**config.mk**
```make
export PLATFORM = sky130hd
export DESIGN_NAME = uart_tx_serializer
export DESIGN_NICKNAME = d
export VERILOG_FILES = /design/src/rtl/uart_tx_serializer.sv
export SDC_FILE = /design/constraint.sdc
export NUM_CORES = 1
export LEC_CHECK = 0
export CELL_PAD_IN_SITES_DETAIL_PLACEMENT = 1
export CELL_PAD_IN_SITES_GLOBAL_PLACEMENT = 2
export CORE_ASPECT_RATIO = 0.8
export CORE_UTILIZATION = 31
export CTS_CLUSTER_DIAMETER = 120
export DETAILED_ROUTE_END_ITERATION = 12
export PLACE_DENSITY = 0.76
export SLEW_MARGIN = 20
export SYNTH_ARGS = -nofsm -noshare
export SYNTH_HDL_FRONTEND = slang
export SYNTH_SLANG_ARGS = --single-unit
```
**constraint.sdc**
```tcl
create_clock -name clk -period 2.4 [get_ports clk]
set_clock_uncertainty 0.05 [all_clocks]
set_input_delay 0.48 -clock clk [delete_from_list [all_inputs] [get_ports clk]]
set_output_delay 0.48 -clock clk [all_outputs]
set_load 0.02 [all_outputs]
```
**src/rtl/uart_tx_serializer.sv**
```systemverilog
// UART transmit serializer: start bit, LSB-first data, optional parity, stop bits.
// Every bit lasts the prescale value captured when the byte is accepted.
module uart_tx_serializer #(
    parameter int DATA_WIDTH     = 8,
    parameter int PRESCALE_WIDTH = 6,
    parameter int STOP_BITS      = 1
) (
    input  logic                      clk,
    input  logic                      rst,
    input  logic [DATA_WIDTH-1:0]     tx_data,
    input  logic                      tx_valid,
    output logic                      tx_ready,
    input  logic                      par_en,
    input  logic                      par_typ,
    input  logic [PRESCALE_WIDTH-1:0] prescale,
    output logic                      tx_out,
    output logic                      busy
);

    localparam int                IDX_W     = (DATA_WIDTH > 1) ? $clog2(DATA_WIDTH) : 1;
    localparam logic [IDX_W-1:0]  LAST_IDX  = IDX_W'(DATA_WIDTH - 1);
    localparam logic              STOP_LAST = (STOP_BITS == 2);

    typedef enum logic [2:0] {
        S_IDLE,
        S_START,
        S_DATA,
        S_PARITY,
        S_STOP
    } state_t;

    state_t                    state_reg,    state_next;
    logic [DATA_WIDTH-1:0]     shift_reg,    shift_next;
    logic [IDX_W-1:0]          idx_reg,      idx_next;
    logic [PRESCALE_WIDTH-1:0] cnt_reg,      cnt_next;
    logic [PRESCALE_WIDTH-1:0] period_reg,   period_next;
    logic                      par_en_reg,   par_en_next;
    logic                      par_bit_reg,  par_bit_next;
    logic                      stop_idx_reg, stop_idx_next;
    logic                      tx_out_reg,   tx_out_next;

    always_ff @(posedge clk) begin
        if (rst) begin
            state_reg    <= S_IDLE;
            shift_reg    <= '0;
            idx_reg      <= '0;
            cnt_reg      <= '0;
            period_reg   <= '0;
            par_en_reg   <= 1'b0;
            par_bit_reg  <= 1'b0;
            stop_idx_reg <= 1'b0;
            tx_out_reg   <= 1'b1;
        end else begin
            state_reg    <= state_next;
            shift_reg    <= shift_next;
            idx_reg      <= idx_next;
            cnt_reg      <= cnt_next;
            period_reg   <= period_next;
            par_en_reg   <= par_en_next;
            par_bit_reg  <= par_bit_next;
            stop_idx_reg <= stop_idx_next;
            tx_out_reg   <= tx_out_next;
        end
    end

    always_comb begin
        state_next    = state_reg;
        shift_next    = shift_reg;
        idx_next      = idx_reg;
        cnt_next      = cnt_reg;
        period_next   = period_reg;
        par_en_next   = par_en_reg;
        par_bit_next  = par_bit_reg;
        stop_idx_next = stop_idx_reg;
        tx_out_next   = tx_out_reg;

        if (state_reg == S_IDLE) begin
            tx_out_next = 1'b1;
            if (tx_valid) begin
                state_next    = S_START;
                shift_next    = tx_data;
                period_next   = prescale;
                // prescale of 0 wraps to all-ones, giving 2^PRESCALE_WIDTH cycles
                cnt_next      = prescale - PRESCALE_WIDTH'(1);
                par_en_next   = par_en;
                par_bit_next  = (^tx_data) ^ par_typ;
                idx_next      = '0;
                stop_idx_next = 1'b0;
                tx_out_next   = 1'b0;
            end
        end else if (cnt_reg != '0) begin
            cnt_next = cnt_reg - PRESCALE_WIDTH'(1);
        end else begin
            cnt_next = period_reg - PRESCALE_WIDTH'(1);
            case (state_reg)
                S_START: begin
                    state_next  = S_DATA;
                    tx_out_next = shift_reg[0];
                    shift_next  = shift_reg >> 1;
                end
                S_DATA: begin
                    if (idx_reg == LAST_IDX) begin
                        if (par_en_reg) begin
                            state_next  = S_PARITY;
                            tx_out_next = par_bit_reg;
                        end else begin
                            state_next  = S_STOP;
                            tx_out_next = 1'b1;
                        end
                    end else begin
                        idx_next    = idx_reg + IDX_W'(1);
                        tx_out_next = shift_reg[0];
                        shift_next  = shift_reg >> 1;
                    end
                end
                S_PARITY: begin
                    state_next  = S_STOP;
                    tx_out_next = 1'b1;
                end
                S_STOP: begin
                    tx_out_next = 1'b1;
                    if (stop_idx_reg == STOP_LAST) begin
                        state_next = S_IDLE;
                    end else begin
                        stop_idx_next = 1'b1;
                    end
                end
                default: begin
                    state_next  = S_IDLE;
                    tx_out_next = 1'b1;
                end
            endcase
        end
    end

    assign tx_ready = (state_reg == S_IDLE);
    assign busy     = (state_reg != S_IDLE);
    assign tx_out   = tx_out_reg;

endmodule

```
==> metrics.txt, run 1 <==
Tot Pwr=0.00241 W; Final Critical Period=2.31 ns; Seq/Total Area, Yosys=38.1%; CP Launch Type=flop; Ant. Diodes=0; Tightest Pin Transition=0.502 ns; most common cell in the netlist=nand2_1; PortBufs=21; final number of max-transition violations=0; initial DRC count=52; Yosys warning count=0; WL met3=193 um; fin area=1930 um2; Peak VDD IR=0.528 mV; DR top layer=met4; Synth top cells by count=nand2_1 (36), dfxtp_1 (29), nor2_1 (28), a21oi_1 (17), xnor2_1 (10); CP Max Fanout=17; Post-Syn Nets=214; # clock sinks=29; area grow syn2layout=26.6%; Reg clk slew, reported paths=0.07 ns; final worst slack=0.0883 ns; Std-Cell Rows=22; vias in the first global route=1,451; dpl ws=0.190 ns; Pwr Density=1250 nW/um2; Final period util=96.3%; HP Class=flop to flop; CP endpoint kind=primary output; post-CTS setup buffer count=0; top cells by area, synth=dfxtp_1 (38%), nand2_1 (8.9%), nor2_1 (6.9%), xnor2_1 (5.7%), a21oi_1 (5.6%); first-pass detailed-route iteration total=4; Fin. Hold Viols=0; Die Span Y=64.7 um; Post-Synthesis Cells=192; drt drc=0; via count=1,451; post_cts resized=0; Final Core Density=41.5%; critical path arrival=1.78 ns; Die Width=80.4 um; Worst-Skew Late Latency=0.29 ns; crit path kind=flop to primary output; DRT antenna net count=0; layout cell share with drive strength beyond 1=11.5%; via density per instance=5.22; post-route setup TNS=0 ns; initial core utilization=32.8%; hold_buf cts=0; Synth top area share=38.1%; Fillers=565; WP data required=1.87 ns; Peak Freq=0.433 GHz; Async SR Flop Fraction=0%; nets@finish=239; gp weighted congestion=0.791; RSZ-0062 raised after global routing=no; worst reg-to-reg setup slack=0.25 ns; initial antenna violation count=0; number of I/O pins=22; first-pass GRT wire length=7020 um; gr usage total=18.3%; grt ovf=0; total wire length=4190 um; Worst slew margin=66.4%; met1 wire length=2070 um; leak pwr=0.710 nW; status=completed; max reg flops=8; CTS tree=yes; largest area contributor in the netlist=dfxtp_1; buffers from clock root to sink, at most=2; max-cap violations=0; routed wl met2=1870 um; die area=5210 um2; CTS root buf=clkbuf_8; largest net degree at the start of global routing=30; Final HPWL DP=3050 um; Final Setup Violations=0; H-tree depth=2; Num CTS Buffers=5; #FFs+latches synth=29; Mean Syn Cell Area=7.94 um2; core area=4650 um2; Wirelength per Cell=15.1 um; library cells used by synthesis=37; EDFF count, synth=0; Post-Syn Area=1530 um2; Synth Flop Type=dfxtp_1; Area after DPL=1830 um2
## kinds of logic after synthesis
group / count (synthesis) / share of synthesized area, %
fa+ha+maj: 3 / 2.46
flops: 29 / 38.1
xor+xnor: 12 / 6.89
buf+inv: 15 / 4.35
compound gates: 48 / 22.1
simple gates: 85 / 26.1
## per-layer routing
layer,vias up,track usage (%)
li1,719,-
met1,698,23.4
met2,27,28.2
met3,7,6.62
met4,0,6.47
met5,-,0
## power by group
part	total, W	switching (W)	internal (W)
Sequential	0.000748	0.000121	0.000627
Clock	0.000461	0.000202	0.000259
Combinational	0.00120	0.000703	0.000501
## per-stage QoR
stage | hold WS [ns] | std cells
CTS | 0.421 | 278
floorplan | 0.377 | 192
detailed placement | 0.410 | 270
global placement | 0.396 | 270
finish | 0.414 | 278
global route | 0.439 | 278
## layout by cell type, fill, tap and decap left out, types with 2 or more instances in the layout
| master | synthesis | final |
|---|---|---|
| nor2_1 | 28 | 28 |
| a22oi_1 | 2 | 2 |
| a311oi_1 | 7 | 7 |
| ha_1 | 3 | 3 |
| a311oi_2 | 2 | 2 |
| xor2_1 | 2 | 2 |
| a211oi_1 | 5 | 5 |
| nor3b_1 | 2 | 2 |
| a31oi_1 | 4 | 4 |
| nand4_1 | 2 | 2 |
| nand2_1 | 36 | 36 |
| clkbuf_8 | 0 | 7 |
| clkdlybuf4s50_1 | 0 | 21 |
| nand3b_1 | 2 | 2 |
| xnor2_1 | 10 | 10 |
| nor2b_1 | 3 | 3 |
| o21ai_0 | 2 | 2 |
| inv_1 | 4 | 4 |
| dfxtp_1 | 29 | 28 |
| a21oi_2 | 2 | 2 |
| o211ai_1 | 3 | 3 |
| and2_1 | 2 | 2 |
| nand2b_1 | 2 | 2 |
| a21oi_1 | 17 | 17 |
| or3_1 | 2 | 2 |
| buf_4 | 2 | 6 |
## critical path, stage by stage (launching register included)
cell	delay, ns
dfxtp_1	0.31
or3_1	0.40
buf_4	0.22
clkdlybuf4s50_1	0.56
## final timing paths
path	start	to	depth (start not counted)
worst max-delay path	state_reg[2]	busy	3
worst min-delay path	idx_reg[1]	idx_reg[1]	2
worst max register to register	cnt_reg[5]	cnt_reg[4]	7
worst min register to register	idx_reg[1]	idx_reg[1]	2
## cell type report
type / instances / area, um2 / share of cell area (%)
Clock buffer: 7 / 96.3 / 4.99
Timing Repair Buffer: 28 / 275 / 14.3
Inverter: 5 / 18.8 / 0.972
Clock inverter: 1 / 5.00 / 0.259
Multi-Input combinational cell: 148 / 878 / 45.5
Sequential cell: 29 / 582 / 30.1
Tap cell: 60 / 75.1 / 3.89
Power figures use the tool's default switching activity.
==> run 2, diff against run 1 <==
- CORE_UTILIZATION: 31 -> 33
- PLACE_DENSITY: 0.76 -> 0.8
- clock period: 2.4 -> 2.7 ns (I/O delays scaled with it)
==> metrics.txt, run 2 (same netlist as run 1, synthesis figures left out) <==
CP Launch Type=flop; Final Critical Period=2.56 ns; first-pass detailed-route iteration total=4; fin area=1910 um2; post-CTS setup buffer count=0; first-pass GRT wire length=7020 um; Final HPWL DP=3140 um; Placed Cells=266; gr usage total=18.7%; Area after DPL=1800 um2; Final Setup Violations=0; H-tree depth=2; RSZ-0062 raised after global routing=no; area of the multi-input gates=878 um2; largest net degree at the start of global routing=30; CP max stage delay=0.67 ns; Worst slew margin=63.9%; number of I/O pins=22; initial DRC count=41; total wire length=4200 um; Reg clk slew, reported paths=0.06 ns; layout cell share with drive strength beyond 1=10.6%; post-route setup TNS=0 ns; via density per instance=5.26; critical path arrival=1.97 ns; gp weighted congestion=0.749; vias in the first global route=1,508; WL met3=133 um; DRT antenna net count=0; cell-by-cell listing of the critical path=or3_1, inv_2, clkdlybuf4s50_1; CP Buf/Inv Count=2; most frequent cells in the layout=nand2_1 (36), dfxtp_1 (29), nor2_1 (28); final number of max-transition violations=0; core area=4310 um2; via count=1,441; status=completed; Ant. Diodes=0; DR top layer=met4; met1 wire length=2060 um; # clock sinks=29; FF/Latch Area=581 um2; commonest non-fill, non-tap cell in the layout=nand2_1; routed wl met2=1930 um; CP Max Fanout=17; Final period util=94.9%; buffers from clock root to sink, at most=2; Tightest Pin Transition=0.542 ns; worst reg2reg path depth=8; drt drc=0; CTS tree=yes; hold_buf cts=0; Peak VDD IR=0.506 mV; Critical Path Stages=3; Peak Freq=0.390 GHz; max reg flops=8; grt ovf=0; Worst-Skew Late Latency=0.29 ns; hold path depth=2; Die Width=78.0 um; Die Span Y=62.8 um; area grow syn2layout=24.9%; PortBufs=21; WP data required=2.11 ns; Critical-path top delay cell=clkdlybuf4s50_1; CP endpoint kind=primary output; initial core utilization=35.4%; initial antenna violation count=0; max-cap violations=0; CP delay by family, top=buffers and inverters; Post-Layout Cell Count=274; crit path kind=flop to primary output; die area=4900 um2; Num CTS Buffers=5; Fin. Hold Viols=0; nets@finish=238; HP Class=flop to flop; CTS root buf=clkbuf_8; post_cts resized=0; Wirelength per Cell=15.3 um; Pwr Density=1110 nW/um2; leak pwr=0.701 nW; Fillers=541; Std-Cell Rows=21
-- run 2: cell types whose count changed in the layout (fill, tap and decap cells not counted), sizes merged --
cell  previous run  this run
buf              7         6
-- run 2: report_power, final --
part	total (W)	internal (W)	switching (W)	leakage [nW]
combinational	0.00105	0.000415	0.000631	0.408
clock	0.000403	0.000230	0.000173	0.0542
sequential	0.000671	0.000557	0.000115	0.239
total	0.00212	0.00120	0.000919	0.701
-- run 2: per-layer routing --
| metal | track usage (%) | vias up |
|---|---|---|
| met5 | 0 | - |
| met4 | 8.33 | 0 |
| met3 | 4.38 | 8 |
| met2 | 31.2 | 18 |
| met1 | 23.0 | 693 |
| li1 | - | 722 |
-- run 2: worst paths after layout --
kind | start | endpoint | slack, ns
hold reg to reg | idx_reg[1] | idx_reg[1] | 0.41
hold / removal | idx_reg[1] | idx_reg[1] | 0.41
setup reg to reg | state_reg[0] | cnt_reg[4] | 0.38
setup / recovery | state_reg[0] | tx_ready | 0.14
-- run 2: area by class of cell --
cell class,count,share of cell area (%)
clock inverters,1,0.263
repair buffers,27,13.4
inverters,5,0.985
clock buffers,7,5.06
multi-input cells,148,46.1
well taps,57,3.74
flip-flops and latches,29,30.5
-- run 2: worst reg2reg max path: cells and delay by family (launching register included) --
| kind | cells | cell delay (ns) |
|---|---|---|
| adder cells (fa/ha/maj) | 1 | 0.21 |
| buffers and inverters | 1 | 0.27 |
| flip-flops | 1 | 0.37 |
| AO/OA/AOI/OAI | 2 | 0.33 |
| AND/OR/NAND/NOR | 3 | 0.86 |
| XOR/XNOR | 1 | 0.14 |
-- run 2: through the flow --
step           util (%)  power [W]  hold slack (ns)  worst slack (ns)
6_report           44.2    0.00212            0.408             0.137
5_1_grt            44.2    0.00228            0.443            0.0600
4_1_cts            44.2    0.00214            0.410             0.128
3_5_place_dp       41.9    0.00173            0.401             0.400
3_3_place_gp       41.9    0.00168            0.394             0.465
2_1_floorplan         -    0.00140            0.377             0.569
==> run 3, diff against run 2 <==
- SLEW_MARGIN: 20 -> unset
==> results of run 3 <==
Same layout as run 2: the final DEF is identical, and so are final timing and power.
